<file path="config.mk">
export PLATFORM = sky130hd
export DESIGN_NAME = mul_rr_sched
export DESIGN_NICKNAME = d
export VERILOG_FILES = /design/src/rtl/mul_rr_sched.sv
export SDC_FILE = /design/constraint.sdc
export NUM_CORES = 1
export LEC_CHECK = 0
export ABC_AREA = 1
export BUFFER_PORTS_ARGS = -buffer_cell sky130_fd_sc_hd__buf_2
export CAP_MARGIN = 20
export CORE_UTILIZATION = 56
export CTS_CLUSTER_DIAMETER = 120
export CTS_CLUSTER_SIZE = 30
export DETAILED_ROUTE_END_ITERATION = 10
export PLACE_DENSITY_LB_ADDON = 0.05
export SLEW_MARGIN = 20
export SYNTH_ARGS = -nofsm -noshare
export SYNTH_HDL_FRONTEND = slang
export SYNTH_SLANG_ARGS = --single-unit
</file>
<file path="constraint.sdc">
create_clock -name clk -period 6.8 [get_ports clk]
set_input_delay 0.34 -clock clk [delete_from_list [all_inputs] [get_ports clk]]
set_output_delay 0.34 -clock clk [all_outputs]
set_load 0.01 [all_outputs]
</file>
<file path="src/rtl/mul_rr_sched.sv">
// Round-robin scheduler sharing one combinational multiplier among NUM_REQ requesters.
// Each product is held in a one-entry, requester-tagged result register with a valid/ready handshake.

module mul_simple #(
   parameter int DATA_1_WIDTH = 8,
   parameter int DATA_2_WIDTH = 4,
   parameter int RES_WIDTH    = 16
) (
   input  logic [DATA_1_WIDTH-1:0] a_i,
   input  logic [DATA_2_WIDTH-1:0] b_i,
   output logic [RES_WIDTH-1:0]    res_o
);

   assign res_o = RES_WIDTH'(a_i) * RES_WIDTH'(b_i);

endmodule

module mul_rr_sched #(
   parameter int DATA_1_WIDTH = 8,
   parameter int DATA_2_WIDTH = 4,
   parameter int RES_WIDTH    = 16,
   parameter int NUM_REQ      = 4,
   parameter int ID_WIDTH     = 2
) (
   input  logic                            clk,
   input  logic                            rst,
   input  logic [NUM_REQ-1:0]              req_valid,
   input  logic [NUM_REQ*DATA_1_WIDTH-1:0] req_a,
   input  logic [NUM_REQ*DATA_2_WIDTH-1:0] req_b,
   output logic [NUM_REQ-1:0]              req_ready,
   output logic                            resp_valid,
   output logic [ID_WIDTH-1:0]             resp_id,
   output logic [RES_WIDTH-1:0]            resp_data,
   input  logic                            resp_ready
);

   typedef enum logic {
      EMPTY = 1'b0,
      FULL  = 1'b1
   } state_t;

   state_t                  state_q;
   logic                    respValid_q;
   logic [ID_WIDTH-1:0]     respId_q;
   logic [RES_WIDTH-1:0]    respData_q;
   logic [ID_WIDTH-1:0]     lastGrant_q;

   logic                    canAccept;
   logic                    grantFound;
   logic [ID_WIDTH-1:0]     grantIdx;
   logic [NUM_REQ-1:0]      grantOneHot;
   logic                    accept;
   logic [DATA_1_WIDTH-1:0] opA;
   logic [DATA_2_WIDTH-1:0] opB;
   logic [RES_WIDTH-1:0]    product;

   assign canAccept = (state_q == EMPTY) || resp_ready;

   // Two descending scans: the wrapped region (index <= lastGrant) is scanned first and
   // then overridden by the region above lastGrant, so the lowest valid index after the
   // pointer wins and the search wraps around to the start otherwise.
   always_comb begin
      grantFound = 1'b0;
      grantIdx   = '0;
      for (int i = NUM_REQ - 1; i >= 0; i--) begin
         if (req_valid[i] && (i <= int'(lastGrant_q))) begin
            grantFound = 1'b1;
            grantIdx   = ID_WIDTH'(i);
         end
      end
      for (int i = NUM_REQ - 1; i >= 0; i--) begin
         if (req_valid[i] && (i > int'(lastGrant_q))) begin
            grantFound = 1'b1;
            grantIdx   = ID_WIDTH'(i);
         end
      end
   end

   always_comb begin
      grantOneHot = '0;
      opA         = '0;
      opB         = '0;
      for (int i = 0; i < NUM_REQ; i++) begin
         if (grantIdx == ID_WIDTH'(i)) begin
            grantOneHot[i] = grantFound && canAccept && !rst;
            opA            = req_a[i*DATA_1_WIDTH +: DATA_1_WIDTH];
            opB            = req_b[i*DATA_2_WIDTH +: DATA_2_WIDTH];
         end
      end
   end

   assign accept = |grantOneHot;

   mul_simple #(
      .DATA_1_WIDTH (DATA_1_WIDTH),
      .DATA_2_WIDTH (DATA_2_WIDTH),
      .RES_WIDTH    (RES_WIDTH)
   ) uMul (
      .a_i   (opA),
      .b_i   (opB),
      .res_o (product)
   );

   // A new accept always overwrites the slot, so a drain and a refill on the same edge keep it FULL.
   always_ff @(posedge clk) begin
      if (rst) begin
         state_q     <= EMPTY;
         respValid_q <= 1'b0;
         respId_q    <= '0;
         respData_q  <= '0;
         lastGrant_q <= ID_WIDTH'(NUM_REQ - 1);
      end else begin
         case (state_q)
            EMPTY: begin
               if (accept) begin
                  state_q     <= FULL;
                  respValid_q <= 1'b1;
                  respId_q    <= grantIdx;
                  respData_q  <= product;
                  lastGrant_q <= grantIdx;
               end
            end
            FULL: begin
               if (accept) begin
                  respValid_q <= 1'b1;
                  respId_q    <= grantIdx;
                  respData_q  <= product;
                  lastGrant_q <= grantIdx;
               end else if (resp_ready) begin
                  state_q     <= EMPTY;
                  respValid_q <= 1'b0;
               end
            end
            default: begin
               state_q     <= EMPTY;
               respValid_q <= 1'b0;
            end
         endcase
      end
   end

   assign req_ready  = grantOneHot;
   assign resp_valid = respValid_q;
   assign resp_id    = respId_q;
   assign resp_data  = respData_q;

endmodule

</file>
### Yosys cells after proc, flatten, opt, wreduce, memory -nomap -nowiden

Cells that the tools add are included.

| word-level totals | value |
|---|---|
| flip-flop bits (word level) | 22 |
| latch bits | 0 |
| memory bits (writable) | 0 |
| bits in read-only memories | 0 |
| input bits | 55 |
| output and inout bits | 23 |
| word-level logic and storage cells | 67 |
| memories kept | 0 |

| operators by class | value |
|---|---|
| add/sub/neg operators | 0 |
| multipliers | 1 |
| div/mod/pow operators | 0 |
| magnitude comparators | 6 |
| equality and inequality tests | 5 |
| shifts and indexed selects | 0 |
| muxes and demuxes | 36 |
| bitwise gates (word level) | 1 |
| reduce and logical (&&, ||, !) cells | 13 |

Operators by type and width:

| operator | count |
|---|---|
| $mux 8 | 4 |
| $mux 1 | 17 |
| $mux 16 | 1 |
| $mux 2 | 8 |
| $mux 4 | 4 |
| $mul 8x4->12 | 1 |
| $logic_and 1x1->1 | 8 |
| $eq 2x2->1 const B | 2 |
| $gt 2x2->1 const A | 2 |
| $le 2x2->1 const A | 2 |
| $pmux 1 s2 | 2 |
| $reduce_or 4->1 | 1 |
| $ne 3x2->1 const B | 1 |
| $eq 2x1->1 const B | 1 |
| $gt 1x2->1 const A | 1 |
| $le 1x2->1 const A | 1 |
| $logic_not 2->1 | 1 |
| $ne 2x2->1 const B | 1 |
| $reduce_and 2->1 | 1 |
| $logic_not 1->1 | 1 |
| $logic_or 1x1->1 | 1 |
| $not 1->1 | 1 |

### Depth between registers and ports, before layout

Gate-level depths: netlist of the first run.

| depth | value |
|---|---|
| depth in word-level cells | 16 |
| gate-level depth with buffers | 26 |
| gate-level depth less buffers | 25 |

### Cells and area by module

From an unflattened synthesis of the first run, not the netlist that was laid out.

| unflattened totals | value |
|---|---|
| cells, all modules | 424 |
| area total of the unflattened synthesis | 2501.1 um^2 |

By module, submodules not included:

| module | times used | cells each | area each (um^2) | seq. area each (um^2) |
|---|---|---|---|---|
| mul_rr_sched | 1 | 245 | 1418.9 | 440.4 |
| mul_simple | 1 | 179 | 1082.3 | 0.0 |

### Worst setup path before layout of the first run

OpenSTA, ideal clock, no wires.

| path | value |
|---|---|
| path kind | register to register |
| start | reg lastGrant_q[1] |
| end | reg respData_q[11], in the netlist resp_data[11] |
| setup time | 0.109 ns |
| arrival time | 3.581 ns |
| data required time | 6.691 ns |
| slack | 3.110 ns |
| stages on the path, launching flop included | 26 |
| path buffers | 1 |
| period minus slack after synthesis | 3.690 ns |
| cells stage by stage | dfxtp_1 inv_1 nand2_2 nand2_1 clkinv_1 nand2_1 nand2_1 buf_6 or2_0 nand2_1 nand2_4 nand2_1 inv_1 fa_1 inv_1 fa_1 inv_1 ha_1 a21oi_1 nor2_1 o21ai_0 nand4_1 a21oi_1 o21ai_0 nand2_1 inv_1 |

| on the way | value |
|---|---|
| word-level cells in the longest chain between the ends | 16 |
| elaborated cells between the ends (all ways) | 47 |
| classes of those cells | 1 x mul; 6 x order compare; 3 x eq/ne; 27 x mux; 10 x reduce/logical |

RTL lines:

| what | RTL line | source |
|---|---|---|
| from (decl) | 46 | `logic [ID_WIDTH-1:0] lastGrant_q;` |
| from (signal assigned) | 111 | `lastGrant_q <= ID_WIDTH'(NUM_REQ - 1);` |
| from (signal assigned) | 120 | `lastGrant_q <= grantIdx;` |
| from (signal assigned) | 128 | `lastGrant_q <= grantIdx;` |
| $le 2x2->1 | 66 | `if (req_valid[i] && (i <= int'(lastGrant_q))) begin` |
| $logic_and 1x1->1 | 66 |  |
| $mux 2 (4 in a row) | 66 |  |
| $mux 2 (3 in a row) | 72 | `if (req_valid[i] && (i > int'(lastGrant_q))) begin` |
| $logic_not 2->1 | 84 | `if (grantIdx == ID_WIDTH'(i)) begin` |
| $mux 8 or $mux 4 (tied branches) (4 in a row) | 84 |  |
| $mul 8x4->12 | 14 | `assign res_o = RES_WIDTH'(a_i) * RES_WIDTH'(b_i);` |
| $mux 16 | 115, 124 |  |
| to (signal assigned) | 119 | `respData_q <= product;` |
| to (signal assigned) | 127 | `respData_q <= product;` |
| to (decl) | 45 | `logic [RES_WIDTH-1:0] respData_q;` |

Parallel ways exist; a longest one is shown, timed or not. The select of a mux whose other input is x is not followed.
A chain may end at the register's enable or synchronous reset.

### Worst setup path in the final report of the first run

| path | value |
|---|---|
| start | reg lastGrant_q[1] |
| end | reg respData_q[10], in the netlist resp_data[10] |

Same word-level chain as after synthesis.

==> impl_metrics.json, run 1 <==
{
  "outcome": "complete, no violations",
  "synthCells": 367,
  "antenna_found_initial": 0,
  "cts_num_sinks": 18,
  "synth_edf_count": 0,
  "slew_headroom": 0.553,
  "post_cts_buffers": 0,
  "yosysWarnings": 0,
  "p_int_w": 0.000438,
  "cp.arrival_ns": 4.62,
  "fin_crit_sh": 0.659,
  "synth.distinct_cells": 35,
  "min_period_ns": 4.48,
  "hold_class": "in -> reg",
  "core-area_sq_um": 3800,
  "clk-insertion-delay-late_ns": 0.24,
  "critPathMaxFanout": 20,
  "pwr-share-seq": 0.162,
  "slew_violations": 0,
  "postCtsHoldBufs": 0,
  "crit_chain": "o21ai_1 -> nand3_2 -> nand2_1 -> nand2_1 -> nor2_4 -> nand2_1 -> nand2_2 -> nand2_1 -> fa_1 -> inv_1 -> fa_1 -> fa_1 -> nand3_1 -> nand2_1 -> nand2_1 -> o211ai_1 -> a21oi_1 -> o21ai_0 -> nand2_1 -> inv_1",
  "io_pins": 78,
  "hold_viol": 0,
  "gp_congestion": 0.847,
  "num_rows": 22,
  "p_clk_frac": 0.076,
  "regArea_sq_um": 360,
  "post_cts_resize_count": 0,
  "die_h_microns": 66.2,
  "fin_tns_setup_ns": 0,
  "tightestPinTransition_ns": 0.670,
  "leakage_nw": 1.69,
  "cp-startpoint": "lastGrant_q[1]",
  "vias": 2341,
  "syn_area_sq_um": 2300,
  "preCtsSetupSlack_ns": 2.33,
  "critPathMaxStageDelay_ns": 0.52,
  "critPathBufInv": 2,
  "drive_above_1_share": 0.230,
  "fillCellCount": 380,
  "detail-route-antenna-nets": 0,
  "clockBufferDepth": 2,
  "grt_start_max_net_pins": 21,
  "cp_slowest_cell": "fa_1",
  "syn_area_per_cell_sq_um": 6.28,
  "p_per_area_nw_per_um2": 340,
  "r2r-end": "resp_data[10]",
  "cts_tree": "done",
  "wire_per_inst_microns": 10.3,
  "grt-ovfl-total": 0,
  "endpoint": "resp_data[10]",
  "cp_top_family": "simple AND/OR/NAND/NOR gates",
  "fin_nets": 519,
  "die_x_microns": 66.2,
  "ff2ff_path_depth": 20,
  "timing.hold.ws_ns": 0.326,
  "finalSetupViolations": 0,
  "multi_input_comb_area_sq_um": 1590,
  "fin_util": 0.708,
  "die-area_sq_um": 4380,
  "area_growth_pct": 16.8,
  "max_freq_mhz": 223,
  "worst-r2r-setup-slack_ns": 2.32,
  "seq_area_frac_synth": 0.156,
  "ys.flop_type": "dfxtp_1",
  "critPathKind": "reg -> reg",
  "synthArstFlopShare": 0,
  "power_w": 0.000916,
  "dpl.hpwl_microns": 4160,
  "ir_worst_vdd_mv": 0.189,
  "drtPass1Iterations": 7,
  "startpoint_type": "flop",
  "skew_ns": 0.00406,
  "endpoint_kind": "flop",
  "h-tree-depth": 1,
  "routed_via_density": 4.86,
  "grt_pass1_wl_microns": 8650,
  "grt_pass1_vias": 2145,
  "clk_pin_slew_worst_paths_ns": 0.06,
  "switching_share": 0.522,
  "crit_top_cell": "nand2_1",
  "drv_cap": 0,
  "comb_power_share": 0.762,
  "critical_path_required_ns": 6.94,
  "critical_path_depth": 20,
  "port-buffer-count": 73,
  "root_buffer": "clkbuf_8",
  "drt_iter0_markers": 70,
  "grtUsageTotal": 0.246,
  "cts_made_buffers": 3,
  "totalWireLength_microns": 4960,
  "yosys_register_bits": 18,
  "diodes": 0,
  "start_util": 0.607,
  "rsz0062_at_grt": "no",
  "reg2reg_from": "lastGrant_q[1]",
  "setup_slack_ns": 2.32,
  "p_sw_w": 0.000478,
  "drc_errors": 0
}
layer usage:
metal | global-route usage | vias up | wire (microns) | share of wire
met5 | 0 | - | 0 | 0
met4 | 0.0585 | 0 | 29 | 0.0059
met3 | 0.00690 | 4 | 154 | 0.031
met2 | 0.453 | 54 | 2400 | 0.48
met1 | 0.316 | 1026 | 2370 | 0.48
li1 | - | 1257 | - | -
cell usage in the layout, fill, tap and decap left out:
cell	netlist	layout
nand3b_1	1	1
inv_2	1	1
nand3_2	1	1
a31oi_1	2	2
a21oi_2	1	1
or2_1	4	4
nor3_2	1	1
ha_1	16	16
inv_1	71	71
nand4_1	4	4
nand3_4	1	1
o21ai_1	9	9
conb_1	1	4
nand2_1	116	116
fa_1	12	12
clkbuf_8	0	3
or2_0	2	2
nor2_4	2	2
nand2_2	14	14
dfxtp_1	18	18
nor3_1	3	3
nor2_1	10	10
nand2_4	3	3
nor4_1	1	1
xor2_1	2	2
nand3_1	30	30
o211ai_1	2	2
o21bai_1	1	1
xnor2_1	2	2
a21oi_1	12	12
buf_2	1	73
o21ai_0	11	11
clkinv_1	1	1
kinds of logic (layout without fill, tap and decap cells):
kind of cell / count (synthesis) / in the layout / share of synthesized area
compound gates: 38 / 38 / 0.0885
xor+xnor: 4 / 4 / 0.0152
fa+ha+maj: 28 / 28 / 0.191
buf+inv: 85 / 149 / 0.159
flops: 18 / 18 / 0.156
other cells: 1 / 4 / 0.00163
simple gates: 193 / 193 / 0.389
cells in the mapped netlist (3+ instances only):
cell type | count | area share
a21oi_1 | 12 | 0.026
buf_4 | 6 | 0.020
buf_6 | 3 | 0.015
dfxtp_1 | 18 | 0.16
fa_1 | 12 | 0.10
ha_1 | 16 | 0.087
inv_1 | 71 | 0.12
nand2_1 | 116 | 0.19
nand2_2 | 14 | 0.038
nand2_4 | 3 | 0.015
nand3_1 | 30 | 0.065
nand4_1 | 4 | 0.011
nor2_1 | 10 | 0.016
nor3_1 | 3 | 0.0065
o21ai_0 | 11 | 0.024
o21ai_1 | 9 | 0.020
or2_1 | 4 | 0.011
per-stage QoR:
stage	instance area [sq um]	cells
2_1_floorplan	2320	370
3_3_place_gp	2650	479
3_5_place_dp	2650	479
4_1_cts	2690	482
5_1_grt	2690	482
6_report	2690	482
final cells by class:
cell class / instances / area share
Clock buffer: 3 / 0.0153
Inverter: 73 / 0.102
Multi-Input combinational cell: 267 / 0.591
Sequential cell: 18 / 0.134
Tap cell: 48 / 0.0223
Timing Repair Buffer: 73 / 0.136
state kept, by name, indices dropped and copies added, names as in the netlist:
name         count
lastGrant_q      2
resp_data       12
resp_id          2
resp_valid       1
state_q          1
power groups by stage:
stage | Combinational [W] | Clock (W) | Sequential (W)
finish | 0.000698 | 0.0000698 | 0.000148
detailed placement | 0.000697 | 0 | 0.000150
global route | 0.000810 | 0.0000763 | 0.000151
floorplan | 0.000536 | 0 | 0.000162
CTS | 0.000700 | 0.0000720 | 0.000148
global placement | 0.000679 | 0 | 0.000149
worst min path at each step:
stage                from  depth (start not counted)    endpoint
2_1_floorplan         rst                          1  resp_id[0]
3_3_place_gp   resp_id[0]                          2  resp_id[0]
3_5_place_dp   resp_id[1]                          2  resp_id[1]
4_1_cts               rst                          2  resp_id[1]
5_1_grt               rst                          2  resp_id[1]
6_report              rst                          2  resp_id[1]
No activity file was read; power rests on OpenSTA's default activity.
==> run 2: changes to the inputs <==
--- a/config.mk
+++ b/config.mk
@@ -8,7 +8,7 @@
 export ABC_AREA = 1
 export BUFFER_PORTS_ARGS = -buffer_cell sky130_fd_sc_hd__buf_2
 export CAP_MARGIN = 20
-export CORE_UTILIZATION = 56
+export CORE_UTILIZATION = 52
 export CTS_CLUSTER_DIAMETER = 120
 export CTS_CLUSTER_SIZE = 30
 export DETAILED_ROUTE_END_ITERATION = 10
==> constraint.sdc (replaced) <==
create_clock -name clk -period 4.14 [get_ports clk]
set_input_delay 0.207 -clock clk [delete_from_list [all_inputs] [get_ports clk]]
set_output_delay 0.207 -clock clk [all_outputs]
set_load 0.01 [all_outputs]
==> run 2 against run 1 <==
Effect of this change: flip-flop and latch count unchanged; sequential power increased by 66%; global-route usage decreased by 0.18 points; die area increased by 7.5%; clock power increased by 100%; via count increased by 6.3%; maximum frequency increased by 14%; cell count increased by 3.3%; hold slack got worse by 0.13 ns; sequential share of layout area decreased by 0.83 points; critical path depth increased by 3.
==> impl_metrics.json, run 2 (synthesized netlist as in run 1, its figures left out) <==
{
  "tightestPinTransition_ns": 0.570,
  "drt_iter0_markers": 128,
  "critPathMaxFanout": 15,
  "grt_pass1_vias": 2201,
  "totalWireLength_microns": 5660,
  "critical_path_required_ns": 4.34,
  "dpl.hpwl_microns": 4370,
  "grt_pass1_wl_microns": 8910,
  "grt_start_max_net_pins": 20,
  "drc_errors": 0,
  "antenna_found_initial": 0,
  "cts_made_buffers": 3,
  "die_h_microns": 68.6,
  "start_util": 0.560,
  "outcome": "complete, no violations",
  "max_freq_mhz": 256,
  "p_per_area_nw_per_um2": 585,
  "slew_violations": 0,
  "critPathKind": "reg -> reg",
  "root_buffer": "clkbuf_8",
  "num_rows": 23,
  "min_period_ns": 3.91,
  "endpoint_kind": "flop",
  "cts_tree": "done",
  "startpoint_type": "flop",
  "multi_input_comb_area_sq_um": 1680,
  "clk_pin_slew_worst_paths_ns": 0.07,
  "routed_via_density": 5.00,
  "detail-route-antenna-nets": 0,
  "die_x_microns": 68.6,
  "io_pins": 78,
  "drv_cap": 0,
  "drive_above_1_share": 0.286,
  "cts_num_sinks": 18,
  "area_growth_pct": 27.1,
  "leakage_nw": 1.79,
  "port-buffer-count": 73,
  "clockBufferDepth": 2,
  "gp_congestion": 0.908,
  "largest_reg_flops": 12,
  "core-area_sq_um": 4120,
  "clk-insertion-delay-late_ns": 0.25,
  "ir_worst_vdd_mv": 0.598,
  "power_w": 0.00171,
  "h-tree-depth": 1,
  "final_common_cell": "nand2_1",
  "regArea_sq_um": 368,
  "postCtsHoldBufs": 0,
  "finalSetupViolations": 0,
  "fillCellCount": 376,
  "diodes": 0,
  "grt-ovfl-total": 0,
  "cp.arrival_ns": 4.11,
  "setup_slack_ns": 0.227,
  "vias": 2488,
  "fin_nets": 532,
  "wire_per_inst_microns": 11.4,
  "die-area_sq_um": 4700,
  "slew_headroom": 0.619,
  "preCtsSetupSlack_ns": 0.0127,
  "fin_crit_sh": 0.945,
  "skew_ns": 0.00348,
  "grtUsageTotal": 0.245,
  "layout_common_cells": "113 x nand2_1, 73 x buf_2, 70 x inv_1",
  "hold_class": "in -> reg",
  "drtPass1Iterations": 4,
  "hold_viol": 0
}
run 2: cell count changes in the layout (fill, tap and decap cells not counted), moves of 2 or more:
cell,delta
ha_1,-3
buf_4,+11
dfxtp_4,+2
ha_4,+2
a21oi_4,+2
a21oi_1,-2
dfxtp_1,-2
nand2_1,-3
buf_12,+2
run 2: final cells by class:
type / instances / area share
clock buffer: 4 / 0.0188
inverter: 73 / 0.0944
multi-input combinational: 267 / 0.573
sequential: 18 / 0.126
tap: 50 / 0.0214
timing repair buffer: 86 / 0.167
run 2: per-stage QoR:
step           std cells  hold WS (ns)  area (sq um)  setup TNS, ns   util
2_1_floorplan        370         0.276          2320              0      -
3_3_place_gp         486         0.451          2700              0  0.657
3_5_place_dp         486         0.457          2700              0  0.657
4_1_cts              490         0.191          2760              0  0.670
5_1_grt              498         0.197          2930         -0.131  0.712
6_report             498         0.195          2930              0  0.712
run 2: path summary, 6_finish.rpt:
check	slack, ns	cells after the start	endpoint	start
max	0.23	23	resp_data[11]	lastGrant_q[1]
min reg2reg	0.46	2	resp_valid	resp_valid
max reg2reg	0.23	23	resp_data[11]	lastGrant_q[1]
min	0.20	2	resp_id[0]	rst
run 2: report_power, final:
group	internal (W)	leakage (nW)	total [W]	switching (W)
Combinational	0.000553	1.61	0.00133	0.000775
Sequential	0.000220	0.150	0.000245	0.0000250
Clock	0.0000844	0.0288	0.000142	0.0000577
run 2: routing by layer:
metal	vias to the layer above	track usage	wire length, microns
met3	4	0.0345	200
met2	48	0.456	2880
met5	-	0	0
met1	1146	0.302	2540
li1	1290	-	-
met4	0	0.0313	37
run 2: repair_timing:
action / CTS / global route
endpoints found under the setup margin: 0 / 7
setup buffers: 0 / 8
resized for setup: 0 / 24
run 2: worst max-delay path, cell delays in order (launching register included):
cell and delay [ns]:
dfxtp_4 0.38, o21ai_2 0.18, nand3_2 0.15, nand2_2 0.13, nand2_4 0.08, buf_12 0.16
or2_0 0.19, nand2_1 0.11, nand2_4 0.09, nand2_1 0.08, inv_1 0.05, fa_1 0.53
inv_1 0.05, fa_1 0.54, inv_1 0.04, ha_1 0.29, nand2_1 0.06, nor3_1 0.23
o21ai_1 0.11, nand4_1 0.11, a21oi_1 0.07, o21ai_0 0.10, nand2_1 0.06, inv_1 0.05
